### config.mk
export PLATFORM = sky130hd
export DESIGN_NAME = scan_select_sequencer
export DESIGN_NICKNAME = d
export VERILOG_FILES = /design/src/rtl/scan_select_sequencer.sv
export SDC_FILE = /design/constraint.sdc
export NUM_CORES = 1
export LEC_CHECK = 0
export CORE_MARGIN = 2
export CORE_UTILIZATION = 57
export DETAILED_ROUTE_END_ITERATION = 10
export PLACE_DENSITY = 0.8
export SYNTH_ARGS = -nofsm -noshare
export SYNTH_HDL_FRONTEND = slang
export SYNTH_SLANG_ARGS = --single-unit
### constraint.sdc
create_clock -name clk -period 3.6 [get_ports clk]
set_clock_uncertainty 0.15 [all_clocks]
set_input_delay 0.36 -clock clk [delete_from_list [all_inputs] [get_ports clk]]
set_output_delay 0.36 -clock clk [all_outputs]
set_load 0.005 [all_outputs]
### src/rtl/scan_select_sequencer.sv
// Slot sequencer producing the 3-bit select code for a downstream 3-to-8 decoder.
// Walks the set bits of a live mask with ACTIVE/BLANK timing, one-shot or continuous.
module scan_select_sequencer #(
  parameter int TICK_DIV     = 4,
  parameter int BLANK_CYCLES = 1
) (
  input  logic       clk,
  input  logic       rst_n,
  input  logic       start,
  input  logic       stop,
  input  logic       cont,
  input  logic [7:0] mask,
  output logic [2:0] code,
  output logic       code_valid,
  output logic       slot_tick,
  output logic       frame_done,
  output logic       busy
);
  typedef enum logic [1:0] {S_IDLE, S_ACTIVE, S_BLANK} state_t;

  localparam logic [7:0] TICK_LAST  = 8'(TICK_DIV - 1);
  localparam logic [7:0] BLANK_LAST = 8'(BLANK_CYCLES - 1);

  state_t     r_state;
  logic [7:0] r_cnt;
  logic [2:0] r_code;
  logic [2:0] r_pend;

  logic       w_has_next;
  logic [2:0] w_next;
  logic [2:0] w_low;
  logic [2:0] w_target;
  logic       w_decide;
  logic       w_go_idle;

  always_comb begin
    w_has_next = 1'b0;
    w_next     = 3'd0;
    w_low      = 3'd0;
    for (int i = 7; i >= 0; i--) begin
      if (mask[i] && (3'(i) > r_code)) begin
        w_has_next = 1'b1;
        w_next     = 3'(i);
      end
      if (mask[i]) w_low = 3'(i);
    end
  end

  // Wrap to the lowest set bit when the frame ends and cont asks for another.
  assign w_target  = w_has_next ? w_next : w_low;
  assign w_decide  = (r_state == S_ACTIVE) && (r_cnt == TICK_LAST);
  assign w_go_idle = ~(|mask) || (~w_has_next && ~cont);

  always_ff @(posedge clk or negedge rst_n) begin
    if (!rst_n) begin
      r_state <= S_IDLE;
      r_cnt   <= 8'd0;
      r_code  <= 3'd0;
      r_pend  <= 3'd0;
    end else if (stop) begin
      r_state <= S_IDLE;
      r_cnt   <= 8'd0;
    end else begin
      case (r_state)
        S_IDLE: begin
          if (start && (|mask)) begin
            r_state <= S_ACTIVE;
            r_code  <= w_low;
            r_cnt   <= 8'd0;
          end
        end
        S_ACTIVE: begin
          if (r_cnt != TICK_LAST) begin
            r_cnt <= r_cnt + 8'd1;
          end else if (w_go_idle) begin
            r_state <= S_IDLE;
            r_cnt   <= 8'd0;
          end else begin
            r_cnt <= 8'd0;
            if (BLANK_CYCLES == 0) begin
              r_state <= S_ACTIVE;
              r_code  <= w_target;
            end else begin
              r_state <= S_BLANK;
              r_pend  <= w_target;
            end
          end
        end
        S_BLANK: begin
          if (r_cnt != BLANK_LAST) begin
            r_cnt <= r_cnt + 8'd1;
          end else begin
            r_state <= S_ACTIVE;
            r_code  <= r_pend;
            r_cnt   <= 8'd0;
          end
        end
        default: r_state <= S_IDLE;
      endcase
    end
  end

  assign code       = r_code;
  assign code_valid = (r_state == S_ACTIVE);
  assign slot_tick  = (r_state == S_ACTIVE) && (r_cnt == 8'd0);
  assign busy       = (r_state != S_IDLE);
  // Judged on the live mask in the decision cycle; an abort suppresses it.
  assign frame_done = w_decide && (|mask) && ~w_has_next && ~stop;

endmodule

==> impl_metrics.toml <==
[sta]
period_minus_slack_ns = 3.09
rsz0062_at_grt = "no"
period_share_pct = 85.9
finalSetupTns_ns = 0
setup_viol = 0
finalMaxSlewViolations = 0
worstMarginPinSlew_ns = 0.715
relSlewSlack_pct = 52.2
hold_viol = 0
max_freq_ghz = 0.323
hold_slack_ns = 0.317

[logic_synthesis]
yosys_warnings = 0
avgSynthCellArea_um2 = 7.89
synth-seq-area-share_pct = 31.3
ys_async_sr_fraction_pct = 100
synth_edf_count = 0
yosys.area.top_type = "dfrtp_1"
synth.distinct_cells = 42
syn_inst = 162
ys_ff_latch = 16
syn_nets = 181
ys_top_cells_by_area = "dfrtp_1 31%, o21ai_0 7.4%, ha_1 5.9%"
synth_flop_cell = "dfrtp_1"
synth_top_area_share_pct = 31.3
syn_area_um2 = 1280

[critical_path]
crit-reg2reg-launch = "r_state[0]"
crit_path_start_kind = "flop"
cp.required_ns = 3.09
reg2reg_to = "r_cnt[2]"
path_max_fanout = 7
critPathLaunch = "r_cnt[3]"
crit_type = "flop to output pin"
cp.arrival_ns = 2.58
rrSetupSlack_ns = 1.17
cp-end-kind = "output pin"
r2r_cells = 7

[finish]
postLayoutCoreUtil_pct = 70.1
register_area_um2 = 400
design_area_um2 = 1520
layout-drive-gt1-share_pct = 7.22
n_antenna_cell = 0
areaGrowthSynthToFinish_pct = 19.1
multi_input_area_um2 = 796
layout.nets = 200
fillers = 195

[run]
drv_cap = 0

[cts]
cts_buffer_depth = 2
insertion_delay_ns = 0.31
cts_inserted_buffers = 3
cts_resized = 0
ctsHtreeMaxLevel = 1
cts_root_buffer = "clkbuf_4"
ctsHoldBuffers = 0
cts_tree = "done"
clkSinkCount = 16
post_cts_buffers = 0
clk_pin_slew_ns = 0.10

[routing]
drt-total-wl_mm = 3.30
drcViolationCount = 0
drtAntennaViolNets = 0
drt-vias-per-instance = 6.27
wl_per_cell_um = 15.9
drt_iter0_drc = 37
vias = 1304
dr.pass1.iters = 4

[global_route]
met3_usage_pct = 3.80
grt_usage_pct = 27.8
grtUsageMet2_pct = 50.4
grt_max_degree = 17
antenna_found_initial = 0
grt_pass1_vias = 1211
use_met1_pct = 32.5
grt_busiest_layer = "met2"
grt.overflow.total = 0
grt_pass1_wl_mm = 5.42

[outcome]
outcome = "completed"

[placement]
dp_hpwl_mm = 2.39
placed_area_um2 = 1490
finalWeightedCongestion = 0.880
numPortBuffers = 19

[power_and_ir_drop]
ir_drop_mv = 0.372
power_w = 0.000754
power.density_nw_per_um2 = 496
leakagePower_nw = 0.616

[floorplanning]
io_pins = 20
rows = 17
start_util_pct = 58.9
die_h_um = 51.3
dieArea_um2 = 2640
die_x_um = 51.3
fp.coreArea_um2 = 2170

[min_path]
hold_path.class = "input port to asynchronous set/reset pin"
==> worst max-delay path: stages (launching register included) <==
cell and delay [ns]:
dfrtp_1 0.47, nor4_4 0.44, nand3_1 0.13, or4b_1 0.60
nor2_1 0.14, clkdlybuf4s50_1 0.51
==> how the worst max path moves through the flow <==
stage | end | slack, ns | depth (start not counted)
global placement | frame_done | 0.79 | 6
detailed placement | frame_done | 0.70 | 6
CTS | frame_done | 0.54 | 5
finish | frame_done | 0.51 | 5
global route | frame_done | 0.40 | 5
floorplan | r_cnt[4] | 1.41 | 9
==> report_power, final <==
group	total (W)	internal [W]	leakage (nW)	switching, W
Clock	0.000126	0.0000618	0.0210	0.0000639
Sequential	0.000254	0.000205	0.211	0.0000489
Combinational	0.000375	0.000180	0.385	0.000195
==> state kept, by name (all words and copies together) (netlist names) <==
| name | count |
|---|---|
| r_cnt | 8 |
| code | 3 |
| r_pend | 3 |
| r_state | 2 |
==> cells in the mapped netlist, types with 2 or more instances <==
cell type / number
buf_2: 2
nand3b_1: 2
nand4_1: 5
a21o_1: 4
and3_1: 2
nor4_1: 2
inv_1: 15
nand2_1: 12
a21boi_0: 2
ha_1: 6
o31ai_1: 2
a211oi_1: 3
nand2b_1: 6
o22ai_1: 3
dfrtp_1: 16
nand3_1: 8
clkbuf_1: 3
o21ai_0: 19
mux2_2: 3
a21oi_1: 8
nor3b_1: 2
nor3_1: 3
a31oi_1: 2
nor2_1: 11
nor2b_1: 3
a31o_2: 2
==> cells in the final DEF, fill, tap and decap left out, drive strengths merged, types with 4 or more instances in the layout <==
| cell type | instances |
|---|---|
| a21o | 4 |
| dfrtp | 16 |
| clkbuf | 4 |
| a21oi | 8 |
| clkdlybuf4s50 | 19 |
| inv | 15 |
| ha | 6 |
| nor2 | 11 |
| o21ai | 19 |
| nand3 | 8 |
| nand2 | 12 |
| nand4 | 5 |
| nand2b | 6 |
==> area by class of cell <==
cell class                 count  share of cell area (%)
clock buffer                   4                    2.38
inverter                      15                    3.70
multi-input combinational    125                    52.3
sequential                    16                    26.3
tap                           28                    2.30
timing repair buffer          20                    13.0
==> per-layer routing <==
metal  vias to the layer above  part of all wire (%)
met1                       624                    43
met5                         -                     0
li1                        623                     -
met4                         0                   2.6
met3                        12                   4.2
met2                        45                    50
==> cell families (layout without fill, tap and decap cells) <==
logic type | count (synthesis) | count (layout) | share of synthesized area, %
compound gates | 53 | 53 | 26.1
buf+inv | 21 | 39 | 6.37
fa+ha+maj | 6 | 6 | 5.88
xor+xnor | 1 | 1 | 0.686
flops | 16 | 16 | 31.3
simple gates | 62 | 62 | 27.0
mux | 3 | 3 | 2.64
==> metrics by stage <==
step                instances  worst slack [ns]
detailed placement        204             0.699
finish                    208             0.507
global placement          204             0.787
floorplan                 162              1.41
CTS                       208             0.538
global route              208             0.401
(Power assumes the default switching activity.)
